File: src/rtl/conv_pkg.sv
// Shared types and constants for the 3x3 window convolution slice.
package conv_pkg;

  typedef enum logic [2:0] {
    ST_IDLE,
    ST_ISSUE,
    ST_DRAIN,
    ST_OUT,
    ST_DONE
  } state_t;

  localparam int unsigned TAPS   = 9;
  localparam int unsigned PHASES = 5;

  localparam int unsigned DEF_IMG_W = 14;
  localparam int unsigned DEF_IMG_H = 14;
  localparam int unsigned DEF_ACC_W = 20;

  // Row/column offset of each tap inside the window, row-major.
  localparam logic [1:0] TAP_ROW_OFS [TAPS] = '{2'd0, 2'd0, 2'd0, 2'd1, 2'd1, 2'd1, 2'd2, 2'd2, 2'd2};
  localparam logic [1:0] TAP_COL_OFS [TAPS] = '{2'd0, 2'd1, 2'd2, 2'd0, 2'd1, 2'd2, 2'd0, 2'd1, 2'd2};

endpackage

File: src/rtl/conv_pair_mac.sv
// Two signed 8x8 multiplies, products sign-extended and summed at ACC_W.
module conv_pair_mac
  import conv_pkg::*;
#(
  parameter int unsigned ACC_W = DEF_ACC_W
) (
  input  logic signed [7:0]       i_a,
  input  logic signed [7:0]       i_b,
  input  logic signed [7:0]       i_wa,
  input  logic signed [7:0]       i_wb,
  output logic signed [ACC_W-1:0] o_sum
);

  logic signed [15:0] w_pa;
  logic signed [15:0] w_pb;

  assign w_pa  = i_a * i_wa;
  assign w_pb  = i_b * i_wb;
  assign o_sum = {{(ACC_W-16){w_pa[15]}}, w_pa} + {{(ACC_W-16){w_pb[15]}}, w_pb};

endmodule

File: src/rtl/conv3x3_window_mac.sv
// 3x3 convolution walker over a single-channel image in a dual-read memory.
// Issues two tap reads per cycle (5 phases), accumulates one phase behind,
// presents one result per window on a valid/ready handshake.
// Optional macro CONV_RELU_EN: clamp negative results to zero.
module conv3x3_window_mac
  import conv_pkg::*;
#(
  parameter int unsigned IMG_W  = DEF_IMG_W,
  parameter int unsigned IMG_H  = DEF_IMG_H,
  parameter int unsigned ADDR_W = 8,
  parameter int unsigned ACC_W  = DEF_ACC_W
) (
  input  logic              clk,
  input  logic              rst_n,
  input  logic              start,
  input  logic [71:0]       weights,
  output logic              busy,
  output logic              done,
  output logic              mem_load,
  output logic [ADDR_W-1:0] mem_addr1,
  output logic [ADDR_W-1:0] mem_addr2,
  input  logic [7:0]        mem_dout1,
  input  logic [7:0]        mem_dout2,
  output logic              out_valid,
  input  logic              out_ready,
  output logic [ACC_W-1:0]  out_data,
  output logic [7:0]        out_idx
);

  state_t                   r_state;
  logic [2:0]               r_phase;
  logic [7:0]               r_row;
  logic [7:0]               r_col;
  logic [7:0]               r_idx;
  logic [71:0]              r_w;
  logic signed [ACC_W-1:0]  r_acc;
  logic                     r_busy;
  logic                     r_done;
  logic                     r_load;
  logic [ADDR_W-1:0]        r_addr1;
  logic [ADDR_W-1:0]        r_addr2;
  logic                     r_valid;
  logic [ACC_W-1:0]         r_out;
  logic [7:0]               r_oidx;

  logic [2:0]               w_phase_nx;
  logic [3:0]               w_ka_nx;
  logic [3:0]               w_kb_nx;
  logic                     w_col_wrap;
  logic                     w_last;
  logic [7:0]               w_col_nx;
  logic [7:0]               w_row_nx;
  logic [2:0]               w_dphase;
  logic                     w_b_zero;
  logic [3:0]               w_ka_d;
  logic [3:0]               w_kb_d;
  logic [7:0]               w_wa;
  logic [7:0]               w_wb;
  logic signed [ACC_W-1:0]  w_pair;
  logic signed [ACC_W-1:0]  w_acc_nx;
  logic [ACC_W-1:0]         w_result;

  function automatic logic [ADDR_W-1:0] tap_addr(input logic [7:0] row, input logic [7:0] col,
                                                 input logic [3:0] k);
    logic [ADDR_W-1:0] v_r;
    logic [ADDR_W-1:0] v_c;
    v_r = ADDR_W'(row) + ADDR_W'(TAP_ROW_OFS[k]);
    v_c = ADDR_W'(col) + ADDR_W'(TAP_COL_OFS[k]);
    return ADDR_W'(v_r * ADDR_W'(IMG_W)) + v_c;
  endfunction

  // Tap pair for the phase about to be issued; the last phase reads tap 8 twice.
  assign w_phase_nx = r_phase + 3'd1;
  assign w_ka_nx    = {w_phase_nx, 1'b0};
  assign w_kb_nx    = (w_phase_nx == 3'(PHASES-1)) ? w_ka_nx : w_ka_nx + 4'd1;

  assign w_col_wrap = (r_col == 8'(IMG_W-3));
  assign w_last     = w_col_wrap && (r_row == 8'(IMG_H-3));
  assign w_col_nx   = w_col_wrap ? '0 : r_col + 8'd1;
  assign w_row_nx   = w_col_wrap ? r_row + 8'd1 : r_row;

  // Returning data belongs to the previous phase; in DRAIN it is the last phase,
  // whose second read is a duplicate and must contribute nothing.
  assign w_dphase = (r_state == ST_DRAIN) ? 3'(PHASES-1) : r_phase - 3'd1;
  assign w_b_zero = (w_dphase == 3'(PHASES-1));
  assign w_ka_d   = {w_dphase, 1'b0};
  assign w_kb_d   = w_b_zero ? w_ka_d : w_ka_d + 4'd1;
  assign w_wa     = r_w[{w_ka_d, 3'b000} +: 8];
  assign w_wb     = w_b_zero ? '0 : r_w[{w_kb_d, 3'b000} +: 8];

  conv_pair_mac #(.ACC_W(ACC_W)) u_pair_mac (
    .i_a   (mem_dout1),
    .i_b   (mem_dout2),
    .i_wa  (w_wa),
    .i_wb  (w_wb),
    .o_sum (w_pair)
  );

  assign w_acc_nx = r_acc + w_pair;

  // Result register input: raw accumulator or clamped at zero.
  always_comb begin
`ifdef CONV_RELU_EN
    w_result = w_acc_nx[ACC_W-1] ? '0 : w_acc_nx;
`else
    w_result = w_acc_nx;
`endif
  end

  // Accumulator: cleared in phase 0, adds the returning pair in later phases and DRAIN.
  always_ff @(posedge clk or negedge rst_n) begin
    if (!rst_n) begin
      r_acc <= '0;
    end else if (r_state == ST_ISSUE && r_phase == '0) begin
      r_acc <= '0;
    end else if (r_state == ST_ISSUE || r_state == ST_DRAIN) begin
      r_acc <= w_acc_nx;
    end
  end

  // Control FSM with registered memory, result and status outputs.
  always_ff @(posedge clk or negedge rst_n) begin
    if (!rst_n) begin
      r_state <= ST_IDLE;
      r_phase <= '0;
      r_row   <= '0;
      r_col   <= '0;
      r_idx   <= '0;
      r_w     <= '0;
      r_busy  <= 1'b0;
      r_done  <= 1'b0;
      r_load  <= 1'b0;
      r_addr1 <= '0;
      r_addr2 <= '0;
      r_valid <= 1'b0;
      r_out   <= '0;
      r_oidx  <= '0;
    end else begin
      case (r_state)
        ST_IDLE: begin
          if (start) begin
            r_w     <= weights;
            r_row   <= '0;
            r_col   <= '0;
            r_idx   <= '0;
            r_phase <= '0;
            r_busy  <= 1'b1;
            r_load  <= 1'b1;
            r_addr1 <= tap_addr('0, '0, 4'd0);
            r_addr2 <= tap_addr('0, '0, 4'd1);
            r_state <= ST_ISSUE;
          end
        end
        ST_ISSUE: begin
          if (r_phase == 3'(PHASES-1)) begin
            r_load  <= 1'b0;
            r_state <= ST_DRAIN;
          end else begin
            r_phase <= w_phase_nx;
            r_addr1 <= tap_addr(r_row, r_col, w_ka_nx);
            r_addr2 <= tap_addr(r_row, r_col, w_kb_nx);
          end
        end
        ST_DRAIN: begin
          r_valid <= 1'b1;
          r_out   <= w_result;
          r_oidx  <= r_idx;
          r_state <= ST_OUT;
        end
        ST_OUT: begin
          if (out_ready) begin
            r_valid <= 1'b0;
            if (w_last) begin
              r_done  <= 1'b1;
              r_busy  <= 1'b0;
              r_state <= ST_DONE;
            end else begin
              r_row   <= w_row_nx;
              r_col   <= w_col_nx;
              r_idx   <= r_idx + 8'd1;
              r_phase <= '0;
              r_load  <= 1'b1;
              r_addr1 <= tap_addr(w_row_nx, w_col_nx, 4'd0);
              r_addr2 <= tap_addr(w_row_nx, w_col_nx, 4'd1);
              r_state <= ST_ISSUE;
            end
          end
        end
        ST_DONE: begin
          r_done  <= 1'b0;
          r_state <= ST_IDLE;
        end
        default: r_state <= ST_IDLE;
      endcase
    end
  end

  assign busy      = r_busy;
  assign done      = r_done;
  assign mem_load  = r_load;
  assign mem_addr1 = r_addr1;
  assign mem_addr2 = r_addr2;
  assign out_valid = r_valid;
  assign out_data  = r_out;
  assign out_idx   = r_oidx;

endmodule
File: config.mk
export PLATFORM = sky130hd
export DESIGN_NAME = conv3x3_window_mac
export DESIGN_NICKNAME = d
export VERILOG_FILES = /design/src/rtl/conv_pkg.sv /design/src/rtl/conv_pair_mac.sv /design/src/rtl/conv3x3_window_mac.sv
export SDC_FILE = /design/constraint.sdc
export NUM_CORES = 1
export LEC_CHECK = 0
export CAP_MARGIN = 20
export CORE_UTILIZATION = 47
export CTS_BUF_LIST = sky130_fd_sc_hd__clkbuf_2 sky130_fd_sc_hd__clkbuf_4 sky130_fd_sc_hd__clkbuf_8
export CTS_CLUSTER_DIAMETER = 100
export DETAILED_ROUTE_END_ITERATION = 8
export PLACE_DENSITY = 0.77
export SYNTH_ARGS = -nofsm -noshare
export SYNTH_HDL_FRONTEND = slang
export SYNTH_SLANG_ARGS = --single-unit
File: constraint.sdc
create_clock -name clk -period 21.3 [get_ports clk]
set_clock_uncertainty 0.05 [all_clocks]
set_input_delay 4.26 -clock clk [delete_from_list [all_inputs] [get_ports clk]]
set_output_delay 4.26 -clock clk [all_outputs]
set_load 0.02 [all_outputs]
==> out/metrics.yaml <==
synth.mux.area_fraction: 0.0663
ios: 140
worstPathRequired_ns: 21.64
coreArea_sq_um: 33500
synthXorXnorAreaFrac: 0.0653
layout_commonest_cell: "inv_1"
num_vias: 11884
synthAdderAreaFrac: 0.311
grt.total_usage: 0.230
finalHoldViolCount: 0
ant_nets: 0
antenna_found_initial: 0
period_needed_ns: 11.64
ctsHtreeMaxLevel: 4
die_x_um: 187
rsz0062_at_grt: "false"
synth.distinct_cells: 71
area_growth_pct: 14.3
wl_um: 38500
crit_buf_inv: 4
num_rows: 67
dieArea_sq_um: 34800
gp_congestion: 0.924
cts_tree: "built"
clk_latency_ns: 0.51
drive_gt1_frac: 0.0890
drv_cap: 0
synthFlopType: "dfrtp_1"
critPathMaxFanout: 7
path_class: "in2reg"
dp_hpwl_um: 30300
layout.nets: 2118
status: "complete, no violations"
setup_violations: 0
wl_per_cell_um: 17.6
start_util: 0.478
critical-path-top-delay-family: "adder cells"
numCtsBuffers: 17
max_freq_ghz: 0.0859
crit_path_max_incr_delay_ns: 0.59
firstDrtPassIters: 5
crit_arrival_ns: 11.98
worst_pin_slew_ns: 1.12
synth_seq_cells: 170
cpMostUsedCell: "fa_1"
synth_compound_area_frac: 0.111
die_y_um: 187
grt_max_degree: 91
via_per_inst: 5.43
critPathCaptureType: "flop"
synthesis.area_sq_um: 16000
syn_avg_cell_area_sq_um: 9.96
clockBufferDepth: 2
synth_top_family_by_area: "adder cells"
synth_edf_count: 0
holdCritPathClass: "reg2reg"
cts_root_buf: "clkbuf_8"
drv_slew: 0
dr.first_iter.drc_count: 754
synth-simple-area-share: 0.115
crit_path_top_delay_cell: "nor2_1"
netlist_instances: 1609
final_cell_mix: "inv_1, dfrtp_1, fa_1"
grt_pass1_vias: 12414
portBuffers: 139
grt-ovfl-total: 0
postCtsSetupBuffers: 0
path_clk_slew_ns: 0.10
n_antenna_cell: 0
yosysSeqAreaShare: 0.265
fin_tns_setup_ns: 0
grt_pass1_wl_um: 63700
cp-start-kind: "input pin"
syn_nets: 1999
cts.sinks: 170
cts_hold_buf: 0
yosysWarnings: 0
timing.final.crit_share: 0.546
slew_headroom: 0.256
ctsResizeCount: 0
postSynth.asyncResetShare: 1.00
post-route-drc-count: 0
routing by layer:
metal / global-route usage / wire length (um)
met3: 0.0365 / 2010
met4: 0.0728 / 883
met5: 0 / 0
met2: 0.380 / 18800
met1: 0.310 / 16800
per-stage QoR:
step | utilization | setup slack (ns) | instance area (sq um) | hold slack (ns) | std cells
4_1_cts | 0.545 | 9.70 | 18300 | 0.435 | 2187
3_3_place_gp | 0.532 | 9.37 | 17800 | 0.409 | 2154
2_1_floorplan | - | 10.28 | 16000 | 0.406 | 1609
6_report | 0.546 | 9.66 | 18300 | 0.431 | 2189
3_5_place_dp | 0.532 | 9.16 | 17800 | 0.412 | 2155
5_1_grt | 0.546 | 9.32 | 18300 | 0.459 | 2189
state kept, by name, indices dropped and copies added (netlist names):
signal	count
busy	1
done	1
mem_addr1	8
mem_addr2	8
mem_load	1
out_data	20
out_idx	8
out_valid	1
r_acc	20
r_col	8
r_idx	8
r_phase	3
r_row	8
r_state	3
r_w	72
cell usage after synthesis, drive strengths merged, types with 3 or more instances:
cell | n | area [sq um]
mux2i | 17 | 170
nor2b | 40 | 255
nand4 | 6 | 43.8
a22o | 23 | 203
nand2 | 161 | 604
xnor2 | 78 | 713
dfrtp | 170 | 4250
ha | 131 | 1640
fa | 167 | 3340
nor4 | 5 | 31.3
a32oi | 5 | 66.3
nand3 | 28 | 140
a21oi | 58 | 294
xor2 | 33 | 312
nor3 | 8 | 56.3
a31oi | 9 | 56.3
o21a | 9 | 67.6
o21ai | 64 | 332
inv | 227 | 852
a21o | 27 | 203
nand2b | 21 | 131
a211oi | 17 | 163
buf | 22 | 108
and3 | 6 | 37.5
and2 | 14 | 87.6
nor2 | 98 | 370
o21bai | 15 | 124
clkbuf | 27 | 101
a32o | 3 | 30.0
mux2 | 79 | 893
o31ai | 13 | 97.6
final timing paths:
path / slack (ns) / start / cells past startpoint / endpoint
worst min-delay path: 0.43 / out_data[0] / 2 / out_data[0]
worst max-delay path: 9.66 / mem_dout2[7] / 26 / out_data[19]
max in group asynchronous: 16.23 / rst_n / 3 / r_w[62]
worst max register to register: 10.78 / r_state[1] / 32 / out_data[19]
worst min register to register: 0.43 / out_data[0] / 2 / out_data[0]
min in group asynchronous: 3.78 / rst_n / 1 / r_acc[3]
tightest hold or removal path: stages, from the launching register on:
cell and delay (ns):
dfrtp_1 0.35, nand2_1 0.05, nand2_1 0.05
area by class of cell:
cell class / count / area [sq um]
clock inverter: 15 / 191
clock buffer: 17 / 234
inverter: 227 / 852
sequential: 170 / 4250
multi-input combinational: 1163 / 10700
tap: 448 / 561
timing repair buffer: 149 / 1500
fill: 2917 / 15200
logic make-up (layout without fill, tap and decap cells):
family,Yosys count,in the layout
and+or+nand+nor,398,398
adders and majority gates,298,298
buffers and inverters,276,408
AOI/OAI and AO/OA,259,259
DFF,170,170
xor gates and xnor gates,112,112
muxes,96,96
Power is left out: the tool's default activity adds up to more than one toggle a clock period on the data nets, which glitch-free logic cannot reach.
